File: src/rtl/led_display_package.sv
// Shared LED matrix row types, geometry constants and helpers for the row stream PHY.
package led_display_package;

  localparam int GL_NUM_COL_PIXELS   = 16;
  localparam int GL_NUM_COL_PIXELS_W = $clog2(GL_NUM_COL_PIXELS);
  localparam int GL_RGB_ROW_W        = 6 * GL_NUM_COL_PIXELS;
  localparam int GL_RX_STAT_W        = 16;

  typedef logic [GL_NUM_COL_PIXELS-1:0] col_vec_t;

  typedef struct packed {
    col_vec_t red_top;
    col_vec_t green_top;
    col_vec_t blue_top;
    col_vec_t red_bot;
    col_vec_t green_bot;
    col_vec_t blue_bot;
  } rgb_row_t;

  typedef enum logic {
    RX_IDLE,
    RX_SHIFT
  } rx_state_t;

  // b = {red_top, green_top, blue_top, red_bot, green_bot, blue_bot}
  function automatic rgb_row_t shift_row(rgb_row_t r, logic [5:0] b);
    rgb_row_t s;
    s.red_top   = {r.red_top[GL_NUM_COL_PIXELS-2:0],   b[5]};
    s.green_top = {r.green_top[GL_NUM_COL_PIXELS-2:0], b[4]};
    s.blue_top  = {r.blue_top[GL_NUM_COL_PIXELS-2:0],  b[3]};
    s.red_bot   = {r.red_bot[GL_NUM_COL_PIXELS-2:0],   b[2]};
    s.green_bot = {r.green_bot[GL_NUM_COL_PIXELS-2:0], b[1]};
    s.blue_bot  = {r.blue_bot[GL_NUM_COL_PIXELS-2:0],  b[0]};
    return s;
  endfunction

endpackage

File: src/rtl/led_display_rx_sync.sv
// Multi-flop synchroniser for asynchronous pins plus a registered rising-edge strobe.
module led_display_rx_sync #(
  parameter int SYNC_STAGES = 2,
  parameter int WIDTH       = 1
) (
  input  logic             clk_i,
  input  logic             rst_i,
  input  logic [WIDTH-1:0] async_i,
  output logic [WIDTH-1:0] sync_o,
  output logic [WIDTH-1:0] rise_o
);

  logic [SYNC_STAGES-1:0][WIDTH-1:0] stage_q;
  logic [WIDTH-1:0]                  sync_d_q;
  logic [WIDTH-1:0]                  rise_q;

  always_ff @(posedge clk_i or posedge rst_i) begin
    if (rst_i) begin
      stage_q  <= '0;
      sync_d_q <= '0;
      rise_q   <= '0;
    end else begin
      stage_q  <= {stage_q[SYNC_STAGES-2:0], async_i};
      sync_d_q <= stage_q[SYNC_STAGES-1];
      rise_q   <= stage_q[SYNC_STAGES-1] & ~sync_d_q;
    end
  end

  assign sync_o = stage_q[SYNC_STAGES-1];
  assign rise_o = rise_q;

endmodule

File: src/rtl/led_display_rx_phy.sv
// Receive PHY: deserialises the LED row stream into rgb_row_t with valid/ready output.
// Define LED_RX_STATS_EN to enable the row and error statistics counters.
module led_display_rx_phy
  import led_display_package::*;
#(
  parameter int SYNC_STAGES  = 2,
  parameter int SYS_CLK_FREQ = 100_000_000
) (
  input  logic                    clk_in,
  input  logic                    reset_in,
  input  logic                    bit_clk_in,
  input  logic                    latch_in,
  input  logic                    red_top_in,
  input  logic                    green_top_in,
  input  logic                    blue_top_in,
  input  logic                    red_bot_in,
  input  logic                    green_bot_in,
  input  logic                    blue_bot_in,
  output logic                    row_valid_out,
  output rgb_row_t                row_out,
  input  logic                    row_ready_in,
  output logic                    frame_err_out,
  output logic                    overflow_out,
  output logic [GL_RX_STAT_W-1:0] rx_row_count_out,
  output logic [GL_RX_STAT_W-1:0] rx_err_count_out
);

  localparam int CW = GL_NUM_COL_PIXELS_W + 1;
  localparam logic [CW-1:0] CNT_FULL = CW'(GL_NUM_COL_PIXELS);
  localparam logic [CW-1:0] CNT_SAT  = CW'(GL_NUM_COL_PIXELS + 1);

  logic [7:0] pins, pins_s, pins_r;
  logic       bit_rise, latch_rise;
  logic [5:0] data;
  logic       unused_sync;

  assign pins = {bit_clk_in, latch_in,
                 red_top_in, green_top_in, blue_top_in,
                 red_bot_in, green_bot_in, blue_bot_in};

  led_display_rx_sync #(
    .SYNC_STAGES(SYNC_STAGES),
    .WIDTH      (8)
  ) u_sync (
    .clk_i  (clk_in),
    .rst_i  (reset_in),
    .async_i(pins),
    .sync_o (pins_s),
    .rise_o (pins_r)
  );

  assign bit_rise    = pins_r[7];
  assign latch_rise  = pins_r[6];
  assign data        = pins_s[5:0];
  assign unused_sync = ^{pins_r[5:0], pins_s[7:6], SYS_CLK_FREQ[0]};

  rx_state_t     state_q;
  rgb_row_t      sh_q, sh_d, row_q;
  logic [CW-1:0] cnt_q, cnt_d;
  logic          valid_q, ferr_q, ovf_q;
  logic          buf_free, commit, drop_ovf, drop_err;

  // A bit arriving with the latch is shifted in before the latch is judged.
  always_comb begin
    sh_d  = sh_q;
    cnt_d = cnt_q;
    if (bit_rise) begin
      sh_d = shift_row(sh_q, data);
      if (cnt_q != CNT_SAT) cnt_d = cnt_q + 1'b1;
    end
  end

  assign buf_free = !valid_q || row_ready_in;
  assign commit   = latch_rise && (cnt_d == CNT_FULL) && buf_free;
  assign drop_ovf = latch_rise && (cnt_d == CNT_FULL) && !buf_free;
  assign drop_err = latch_rise && (cnt_d != CNT_FULL);

  always_ff @(posedge clk_in or posedge reset_in) begin
    if (reset_in) begin
      state_q <= RX_IDLE;
      sh_q    <= '0;
      row_q   <= '0;
      cnt_q   <= '0;
      valid_q <= 1'b0;
      ferr_q  <= 1'b0;
      ovf_q   <= 1'b0;
    end else begin
      sh_q   <= sh_d;
      cnt_q  <= cnt_d;
      ferr_q <= drop_err;
      ovf_q  <= drop_ovf;
      if (valid_q && row_ready_in) valid_q <= 1'b0;
      if (commit) begin
        row_q   <= sh_d;
        valid_q <= 1'b1;
      end
      unique case (state_q)
        RX_IDLE: begin
          if (latch_rise) cnt_q <= '0;
          else if (bit_rise) state_q <= RX_SHIFT;
        end
        RX_SHIFT: begin
          if (latch_rise) begin
            cnt_q   <= '0;
            state_q <= RX_IDLE;
          end
        end
        default: state_q <= RX_IDLE;
      endcase
    end
  end

  assign row_valid_out = valid_q;
  assign row_out       = row_q;
  assign frame_err_out = ferr_q;
  assign overflow_out  = ovf_q;

`ifdef LED_RX_STATS_EN
  logic [GL_RX_STAT_W-1:0] rows_q, errs_q;

  always_ff @(posedge clk_in or posedge reset_in) begin
    if (reset_in) begin
      rows_q <= '0;
      errs_q <= '0;
    end else begin
      if (commit) rows_q <= rows_q + 1'b1;
      if (drop_ovf || drop_err) errs_q <= errs_q + 1'b1;
    end
  end

  assign rx_row_count_out = rows_q;
  assign rx_err_count_out = errs_q;
`else
  assign rx_row_count_out = '0;
  assign rx_err_count_out = '0;
`endif

endmodule

File: config.mk
export PLATFORM = sky130hd
export DESIGN_NAME = led_display_rx_phy
export DESIGN_NICKNAME = d
export VERILOG_FILES = /design/src/rtl/led_display_package.sv /design/src/rtl/led_display_rx_sync.sv /design/src/rtl/led_display_rx_phy.sv
export SDC_FILE = /design/constraint.sdc
export NUM_CORES = 1
export LEC_CHECK = 0
export CORE_MARGIN = 2
export CORE_UTILIZATION = 25
export DETAILED_ROUTE_END_ITERATION = 8
export GPL_TIMING_DRIVEN = 1
export MAX_ROUTING_LAYER = met4
export PLACE_DENSITY_LB_ADDON = 0.1
export SYNTH_ARGS = -nofsm -noshare
export SYNTH_HDL_FRONTEND = slang
export SYNTH_HIERARCHICAL = 1
export SYNTH_SLANG_ARGS = --single-unit
File: constraint.sdc
create_clock -name clk_in -period 11.1 [get_ports clk_in]
set_input_delay 1.11 -clock clk_in [delete_from_list [all_inputs] [get_ports clk_in]]
set_output_delay 1.11 -clock clk_in [all_outputs]
set_load 0.05 [all_outputs]
# == Word-level counts from Yosys, hierarchy flattened ==
# Index checks and enable logic that the tools add are counted.
# totals
reg_bits,232
in_bits,11
# classes
addsub,1
eq_ne,3
muxes,6
n_bitwise,2
reduce_logical,9
# ops
operator,n
96-bit two-way mux,1
5-bit two-way mux,3
"5-bit != test, second input constant",2
8-bit bitwise AND,1
8-bit inverter,1
"5-bit by 1-bit adder with 5-bit output, second input constant",1
"5-bit == test, second input constant",1
1-bit logical AND,5
1-bit zero test,2
1-bit two-way mux,2
2-bit nonzero test,1
1-bit logical OR,1

# == Longest topological paths before layout ==
# Gate-level depths: netlist of run 1.
# depth
ltp_word,7
depth_mapped,9
depth_no_buf,6

# == Cells and area by module ==
# The synthesis of run 1 kept the hierarchy.
# modules_own_cells
mod,instances,cells_per_inst,area_each_um2,seq_area_each_um2
led_display_rx_phy,1,483,7996.4,5004.8
led_display_rx_sync,1,49,974.7,800.8

# == Worst setup path before layout of run 1 ==
# Ideal clock, no wire load.
# synth_path
path_type,in2reg
from,in row_ready_in
to,reg row_q (netlist bit row_out[0])
arrival_ns,2.125
required_time_ns,10.975
setup_slack_ns,8.850
path_stages,6
n_path_buf,3
path_cell_list,nand2b_1 -> o2111a_1 -> buf_4 -> buf_12 -> buf_12 -> mux2_4
# synth_between
elab_chain_len,2
# synth_lines
item,line_no,rtl
start: declaration,led_display_rx_phy.sv:21,"input logic row_ready_in,"
1-bit logical OR,led_display_rx_phy.sv:73,assign buf_free = !valid_q || row_ready_in;
1-bit logical AND,led_display_rx_phy.sv:74,assign commit = latch_rise && (cnt_d == CNT_FULL) && buf_free;
end signal: assignment,led_display_rx_phy.sv:82,row_q <= '0;
end signal: assignment,led_display_rx_phy.sv:94,row_q <= sh_d;
end: declaration,led_display_rx_phy.sv:58,"rgb_row_t sh_q, sh_d, row_q;"
# No other way between the ends.
# A chain may end at the register's enable or synchronous reset.

# == Worst setup path in the final report of run 1 ==
# layout_path
from,"reg u_sync.rise_q[7], in the netlist u_sync/rise_o[7]"
to,reg row_q (netlist bit row_out[24])
# layout_between
elab_chain_len,4
# layout_lines
item,line_no,rtl
start: declaration,led_display_rx_sync.sv:15,logic [WIDTH-1:0] rise_q;
start signal: assignment,led_display_rx_sync.sv:25,rise_q <= stage_q[SYNC_STAGES-1] & ~sync_d_q;
5-bit two-way mux,led_display_rx_phy.sv:67,if (bit_rise) begin
5-bit == test,led_display_rx_phy.sv:74,
1-bit logical AND (2 in series),led_display_rx_phy.sv:74,
# Several ways; a longest one is shown, not always the timed one.

==> results.md, run 1 <==
* Run status: finished clean
* Pre-antenna DRT Iters at 3
* Die area at 35,800 µm²
* Cell count after synthesis at 512
* Area used by multi-input combinational logic at 2700 µm²
* CTS Hold Bufs at 0
* Final standard cell area without fillers at 10,800 µm²
* Worst slew margin relative to its limit at 0.373
* Post-cts sizing count at 0
* Number of buffer cells added on primary ports at 109
* TritonCTS buffer count at 26
* Core utilization of the finished layout at 0.321
* Gr ovfl total at 0
* Core outline area at 33,600 µm²
* Synth Area per Inst at 16.7 µm²
* H-tree depth at 1
* Critical path capture point type: flip-flop
* Ratio of final minimum period to clock period at 0.330
* Power after layout at 2.12 mW
* PwrDens at 197 nW/µm²
* Maximum buffer depth of the clock tree at 3
* Worst reg2reg setup slack at 7440 ps
* Highest cell delay on the worst timing path at 860 ps
* Type of the worst setup path: reg -> reg
* Count of yosys warnings during synthesis at 6
* Post-CTS repair timing setup buffer count at 0
* Initial DRC count at 85
* RSZ-0062 raised after global routing: false
* Net count of the finished layout at 636
* Placement Rows at 67
* Number of failing hold endpoints at the final stage at 0
* CTS tree: built
* FMAX at 273 MHz
* Avg WL per Cell at 14.8 µm
* Initial antenna violation count at 1
* Area growth from synthesis to layout at 25.8%
* Clock tree sinks at 220
* Die span in x at 189 µm
* Global-route wire length before repair at 26.1 mm
* Vias in the first global route at 4,668
* Cell Area, Placed at 9910 µm²
* Master cell of the clock root buffer: clkbuf_16
* Largest clock skew in the final design at 13.8 ps
* Delay-heaviest family, CP: flip-flops
* CP arrival at 4060 ps
* Max cap viols at 0
* Total area of sequential cells at 5510 µm²
* Count of placed standard cells in the final layout, fillers left out at 1,090
* Min Clock Period, post-route at 3660 ps
* Top-level port count at 142
* Global placer's final weighted congestion at 0.660
* Starting Density at 0.255
* Detailed-route DRC error count at 0
* Critical Path Fanout Max at 50
* Final TNS setup at 0 ps
* Number of max-slew violations in the final report at 0
* Peak VDD IR at 0.119 mV
* Clock transition at the register clock pins on the worst setup and hold paths after CTS at 60 ps
* Type of the tightest min-delay check: reg -> reg
* Vertical extent of the die at 189 µm
* Insertion delay of the later-clocked pin in the worst-skew pair at 520 ps
* CP Cell Sequence: nand4_1 -> xnor2_1 -> o2111a_4 -> buf_4 -> mux2_2
* Vias/cell at 3.92
* Launching element type of the critical path: flip-flop
* Final antenna-violating net count at 0
* Crit path buffers/inverters at 1
* Cell area after technology mapping at 8570 µm²
* Static power due to leakage at 4.91 nW
* Post-route worst hold slack at 347 ps
* # setup viols final at 0
* Vias after detailed routing at 4,278
* Post-placement worst setup slack at 7190 ps
* Least-Margin Pin Slew at 940 ps
* Sum of net half-perimeters after detailed placement at 9.88 mm
* Worst Slack Setup Final at 7440 ps
* GRT Resource Usage Total at 0.0931
* Critical path data required time at 11,490 ps
* Fraction of final layout cells with drive strength greater than 1 at 0.381
* Placed cell count at 1,043
* Largest net degree at the start of global routing at 131
* Cell with the biggest individual delay on the critical path: dfrtp_4
* Fill count at 3,303
* Total wire length at 16.1 mm
[flip-flops by register name, summed over array words and instances (netlist names)]
| register | count |
|---|---|
| row_out | 96 |
| sh_q | 96 |
| u_sync/stage_q | 8 |
| u_sync/sync_o | 8 |
| cnt_q | 5 |
| u_sync/rise_o | 2 |
| u_sync/sync_d_q | 2 |
| frame_err_out | 1 |
| overflow_out | 1 |
| row_valid_out | 1 |
[layout make-up]
| cell class | count | area share |
|---|---|---|
| Timing Repair Buffer | 112 | 0.103 |
| Tap cell | 448 | 0.0520 |
| Sequential cell | 220 | 0.511 |
| Antenna cell | 1 | 0.000232 |
| Clock buffer | 40 | 0.0755 |
| Multi-Input combinational cell | 259 | 0.251 |
| Clock inverter | 6 | 0.00545 |
| Inverter | 4 | 0.00209 |
[layout by cell type, fill, tap and decap left out, types with 2 or more instances in the layout]
master / instances
buf_4: 3
nor2b_4: 2
conb_1: 32
ha_1: 2
nor2_1: 5
clkbuf_8: 9
dfrtp_1: 219
xnor2_1: 3
clkbuf_16: 27
clkinv_2: 4
mux2_2: 153
clkbuf_1: 4
clkdlybuf4s50_1: 109
mux2_4: 40
nand2_1: 4
inv_1: 3
[report_power, final]
part / internal, mW / switching [mW]
Sequential: 0.948 / 0.0731
Combinational: 0.127 / 0.123
Clock: 0.525 / 0.326
[worst paths after layout]
| kind | depth (start not counted) | from | end |
|---|---|---|---|
| max in group asynchronous | 3 | reset_in | row_out[5] |
| worst min register to register | 0 | u_sync/stage_q[1] | u_sync/sync_o[1] |
| min in group asynchronous | 2 | reset_in | sh_q[52] |
| worst max register to register | 5 | u_sync/rise_o[7] | row_out[24] |
| worst min-delay path | 0 | u_sync/stage_q[1] | u_sync/sync_o[1] |
| worst max-delay path | 5 | u_sync/rise_o[7] | row_out[24] |
[per-layer routing]
metal	part of all wire	up-vias	routed length (µm)	global-route usage
li1	-	1948	-	-
met4	0.031	0	506	0.0316
met2	0.45	116	7320	0.142
met5	0	-	0	-
met3	0.050	28	803	0.0219
met1	0.46	2186	7460	0.122
No activity file was read; power rests on OpenSTA's default activity.
==> inputs of run 2 (changes only) <==
clock period = 3.1 ns   (was 11.1 ns; I/O delays follow)
==> run 2 against run 1 <==
Cell count is 0.92% higher; count of clock-buffer cells in the layout is 3 higher; critical path depth is 2 higher; setup slack worse by 6900 ps; clock power grew to 3.7 times the previous value.
==> results.md, run 2 (same netlist as run 1, synthesis figures left out) <==
* Largest net degree at the start of global routing at 66
* RSZ-0062 raised after global routing: false
* Maximum buffer depth of the clock tree at 3
* Fraction of final layout cells with drive strength greater than 1 at 0.382
* Final antenna-violating net count at 0
* Final TNS setup at 0 ps
* H-tree depth at 1
* Vias after detailed routing at 4,304
* Number of buffer cells added on primary ports at 109
* CTS tree: built
* Peak VDD IR at 0.348 mV
* GRT Resource Usage Total at 0.0946
* Min Clock Period, post-route at 2570 ps
* Core outline area at 33,600 µm²
* Post-route worst hold slack at 235 ps
* Fill count at 3,307
* Initial antenna violation count at 0
* # setup viols final at 0
* Avg WL per Cell at 14.7 µm
* PwrDens at 707 nW/µm²
* Vias in the first global route at 4,834
* Commonest cells after routing, fill and taps aside: dfrtp_1, mux2_2, clkdlybuf4s50_1
* Core utilization of the finished layout at 0.326
* Total area of sequential cells at 5510 µm²
* Gr ovfl total at 0
* Die span in x at 189 µm
* Most common cell after layout, fill and taps aside: dfrtp_1
* Die area at 35,800 µm²
* CP arrival at 2960 ps
* Global placer's final weighted congestion at 0.663
* Worst slew margin relative to its limit at 0.478
* Number of max-slew violations in the final report at 0
* TritonCTS buffer count at 27
* Launching element type of the critical path: flip-flop
* Sum of net half-perimeters after detailed placement at 10.4 mm
* Master cell of the clock root buffer: clkbuf_16
* Top-level port count at 142
* Critical Path Fanout Max at 25
* Area growth from synthesis to layout at 27.7%
* Initial DRC count at 161
* Type of the worst setup path: reg -> reg
* Vertical extent of the die at 189 µm
* Max cap viols at 0
* Ratio of final minimum period to clock period at 0.828
* Placement Rows at 67
* Total wire length at 16.2 mm
* Starting Density at 0.255
* Largest clock skew in the final design at 11.7 ps
* Static power due to leakage at 4.97 nW
* Post-CTS repair timing setup buffer count at 0
* FMAX at 390 MHz
* Area used by multi-input combinational logic at 2700 µm²
* Pre-antenna DRT Iters at 3
* Insertion delay of the later-clocked pin in the worst-skew pair at 520 ps
* Vias/cell at 3.91
* Net count of the finished layout at 644
* Run status: finished clean
* CTS Hold Bufs at 0
* Clock tree sinks at 220
* Critical path data required time at 3490 ps
* Least-Margin Pin Slew at 783 ps
* Critical path capture point type: flip-flop
* Detailed-route DRC error count at 0
* Post-cts sizing count at 0
* Number of failing hold endpoints at the final stage at 0
* Global-route wire length before repair at 26.6 mm
* Clock transition at the register clock pins on the worst setup and hold paths after CTS at 60 ps
* Type of the tightest min-delay check: in -> reg
run 2: cell types whose count changed in the layout (fill, tap and decap cells not counted), sizes merged:
cell / change
buf: +7
clkinv: -1
bufinv: +2
clkbuf: +3
clkinvlp: +1
inv: -2
run 2: area by class of cell:
| cell class | instances | share of cell area |
|---|---|---|
| tap | 448 | 0.0512 |
| timing repair buffer | 119 | 0.113 |
| multi-input combinational | 259 | 0.247 |
| clock inverter | 6 | 0.00960 |
| clock buffer | 43 | 0.0736 |
| antenna | 1 | 0.000229 |
| sequential | 220 | 0.503 |
| inverter | 4 | 0.00171 |
run 2: where the power goes:
| group | leakage [nW] | total, mW | switching, mW | internal [mW] |
|---|---|---|---|---|
| sequential | 2.88 | 3.65 | 0.256 | 3.40 |
| clock | 0.448 | 3.17 | 1.16 | 2.01 |
| combinational | 1.64 | 0.916 | 0.451 | 0.466 |
run 2: per-stage QoR:
step                setup WS (ps)  total power [mW]  cell area [µm²]  instances
finish                        534              7.74            10900       1100
global route                  398              8.18            10900       1099
CTS                           523              7.90            10900       1099
detailed placement            542              4.64            10000       1050
global placement              595              4.60            10000       1050
floorplan                     202              4.41             8690        543
run 2: path summary, 6_finish.rpt:
path,from,endpoint,slack (ps),cells after the start
worst max-delay path,cnt_q[1],row_out[75],530,7
worst min-delay path,blue_top_in,u_sync/stage_q[3],230,1
worst min register to register,u_sync/stage_q[6],u_sync/sync_o[6],350,0
min in group asynchronous,reset_in,row_out[56],300,2
worst max register to register,cnt_q[1],row_out[75],530,7
max in group asynchronous,reset_in,row_out[82],2030,3
run 2: worst max-delay path: stages (launching register included):
cell      delay (ps)
dfrtp_1          410
inv_1             80
ha_1             220
a211o_1          310
o22ai_2          220
o2111a_4         530
buf_12           270
mux2_2           370
run 2: per-layer routing:
| metal | vias to the layer above | track usage | share of wire |
|---|---|---|---|
| met5 | - | - | 0 |
| met4 | 0 | 0.0306 | 0.031 |
| met3 | 25 | 0.0247 | 0.056 |
| met2 | 111 | 0.148 | 0.46 |
| met1 | 2216 | 0.119 | 0.45 |
| li1 | 1952 | - | - |
==> inputs of run 3 (changes only) <==
clock period = 2.1 ns   (was 3.1 ns; I/O delays follow)
==> run 3 against run 2 <==
Worst hold slack worse by 120 ps; count of clock-buffer cells in the layout is 1 higher; the flow now finishes with violations (negative setup slack); largest power group unchanged; critical endpoint is now row_out[85]; global-route usage grew 0.82 points; design area rose by 3.7%; clock skew increased by 3.0 ps; routed wire length grew 8.8%; maximum frequency rose by 16%; register-to-register slack worse by 650 ps; sequential power is 48% higher; die area is the same.
==> results.md, run 3 (same netlist as run 1, synthesis figures left out) <==
* Run status: complete, but fails checks
* Failing checks: negative setup slack
* Critical path data required time at 2510 ps
* Die span in x at 189 µm
* Post-route worst hold slack at 110 ps
* Die area at 35,800 µm²
* Final TNS setup at -8520 ps
* Highest cell delay on the worst timing path at 400 ps
* Placed cell count at 1,058
* Worst Slack Setup Final at -113 ps
* Number of max-slew violations in the final report at 0
* Initial antenna violation count at 1
* Insertion delay of the later-clocked pin in the worst-skew pair at 540 ps
* FMAX at 452 MHz
* Most common cell after layout, fill and taps aside: dfrtp_1
* RSZ-0062 raised after global routing: true
* Min Clock Period, post-route at 2210 ps
* PwrDens at 997 nW/µm²
* Global placer's final weighted congestion at 0.692
* Sum of net half-perimeters after detailed placement at 10.5 mm
* Peak VDD IR at 0.615 mV
* Least-Margin Pin Slew at 559 ps
* CP arrival at 2630 ps
* Type of the worst setup path: reg -> reg
* Maximum buffer depth of the clock tree at 3
* Net count of the finished layout at 668
* GRT Resource Usage Total at 0.103
* Worst R2R End: row_out[85]
* Delay-heaviest family, CP: compound AO/OA/AOI/OAI gates
* Critical Path Fanout Max at 7
* Total wire length at 17.6 mm
* Max cap viols at 0
* CTS tree: built
* Vertical extent of the die at 189 µm
* Final antenna-violating net count at 0
* Launching element type of the critical path: flip-flop
* Worst reg2reg setup slack at -110 ps
* Avg WL per Cell at 15.7 µm
* Initial DRC count at 190
* TritonCTS buffer count at 27
* Global-route wire length before repair at 28.3 mm
* Core outline area at 33,600 µm²
* Detailed-route DRC error count at 0
* Type of the tightest min-delay check: in -> async
* Vias/cell at 3.95
* Fraction of power spent switching nets at 0.251
* Combinational power share at 0.130
* Net switching power figure at 2.84 mW
* Sequential Power Share at 0.476
* Number of cells on the worst reg-to-reg path at 9
* Clock transition at the register clock pins on the worst setup and hold paths after CTS at 60 ps
* Worst slew margin relative to its limit at 0.626
* Commonest cells after routing, fill and taps aside: dfrtp_1, mux2_2, clkdlybuf4s50_1
* Number of failing hold endpoints at the final stage at 0
* Crit path buffers/inverters at 4
* Gr ovfl total at 0
* Vias after detailed routing at 4,435
* Master cell of the clock root buffer: clkbuf_16
* Startpoint of the worst register-to-register path: cnt_q[1]
* Count of placed standard cells in the final layout, fillers left out at 1,124
* Largest net degree at the start of global routing at 87
* H-tree depth at 1
* Static power due to leakage at 5.15 nW
* Top-level port count at 142
* Power after layout at 11.3 mW
* Largest clock skew in the final design at 14.7 ps
* Clock tree sinks at 220
* CP Cell Sequence: inv_2 -> ha_4 -> nand4b_1 -> o22ai_4 -> o2111a_4 -> buf_6 -> buf_6 -> buf_16 -> mux2_4
* CP dominant cell by count: buf_6
* Cell with the biggest individual delay on the critical path: dfrtp_1
* Fraction of final layout cells with drive strength greater than 1 at 0.415
* Critical path capture point type: flip-flop
* Vias in the first global route at 4,945
* Ratio of final minimum period to clock period at 1.05
* Number of buffer cells added on primary ports at 109
* # setup viols final at 96
* Internal Pwr Total at 8.48 mW
* Pre-antenna DRT Iters at 3
* Area growth from synthesis to layout at 32.5%
* Clk pwr share at 0.394
* Starting Density at 0.255
* Core utilization of the finished layout at 0.338
* Placement Rows at 67
[run 3: cell types whose count changed in the layout (fill, tap and decap cells not counted), sizes merged]
cell / delta
buf: +24
bufinv: -3
clkbuf: +1
inv: +2
[run 3: final cells by class]
| type | instances | area [µm²] |
|---|---|---|
| multi-input cells | 259 | 2780 |
| fillers | 3244 | 22300 |
| repair buffers | 143 | 1610 |
| clock buffers | 44 | 830 |
| clock inverters | 5 | 46.3 |
| flip-flops and latches | 220 | 5510 |
| diodes | 1 | 2.50 |
| inverters | 4 | 18.8 |
| well taps | 448 | 561 |
[run 3: power by group through the flow]
stage,Sequential [mW],Combinational [mW],Clock [mW]
after floorplan,5.33,1.19,0
after global placement,5.44,1.37,0
after detailed placement,5.46,1.42,0
after CTS,5.39,1.47,4.68
after global routing,5.50,1.63,4.87
final,5.39,1.48,4.46
[run 3: worst max path at each step]
stage,from,endpoint,slack [ps],depth (start not counted)
6_report,cnt_q[1],row_out[85],-110,9
5_1_grt,cnt_q[0],row_out[22],-200,7
4_1_cts,cnt_q[1],row_out[66],-110,6
3_5_place_dp,cnt_q[1],row_out[38],-180,7
3_3_place_gp,cnt_q[1],row_out[39],-60,5
2_1_floorplan,reset_in,cnt_q[0],-700,1
[run 3: metal layers]
metal,global-route usage,up-vias,share of wire
li1,-,2007,-
met1,0.131,2289,0.44
met2,0.160,107,0.48
met3,0.0263,32,0.054
met4,0.0331,0,0.027
met5,-,-,0
[run 3: timing repair]
item | in CTS | in global routing
resized for setup | 29 | 4
endpoints found under the hold margin | 0 | 0
setup buffers | 8 | 2
hold buffers | 0 | 0
pin swaps | 5 | 3
cloned | 7 | 0
endpoints found under the setup margin | 96 | 96
[run 3: worst register-to-register path: cells and delay by family, from the launching register on]
family / cells / cell delay, ps
compound gates: 2 / 500
fa+ha+maj: 1 / 270
buf+inv: 4 / 440
flops: 1 / 400
mux: 1 / 300
simple gates: 1 / 180
[run 3: metrics by stage]
| stage | worst slack, ps | area (µm²) |
|---|---|---|
| global placement | -59.6 | 10100 |
| finish | -113 | 11400 |
| floorplan | -698 | 8700 |
| global route | -199 | 11400 |
| CTS | -106 | 11300 |
| detailed placement | -178 | 10100 |
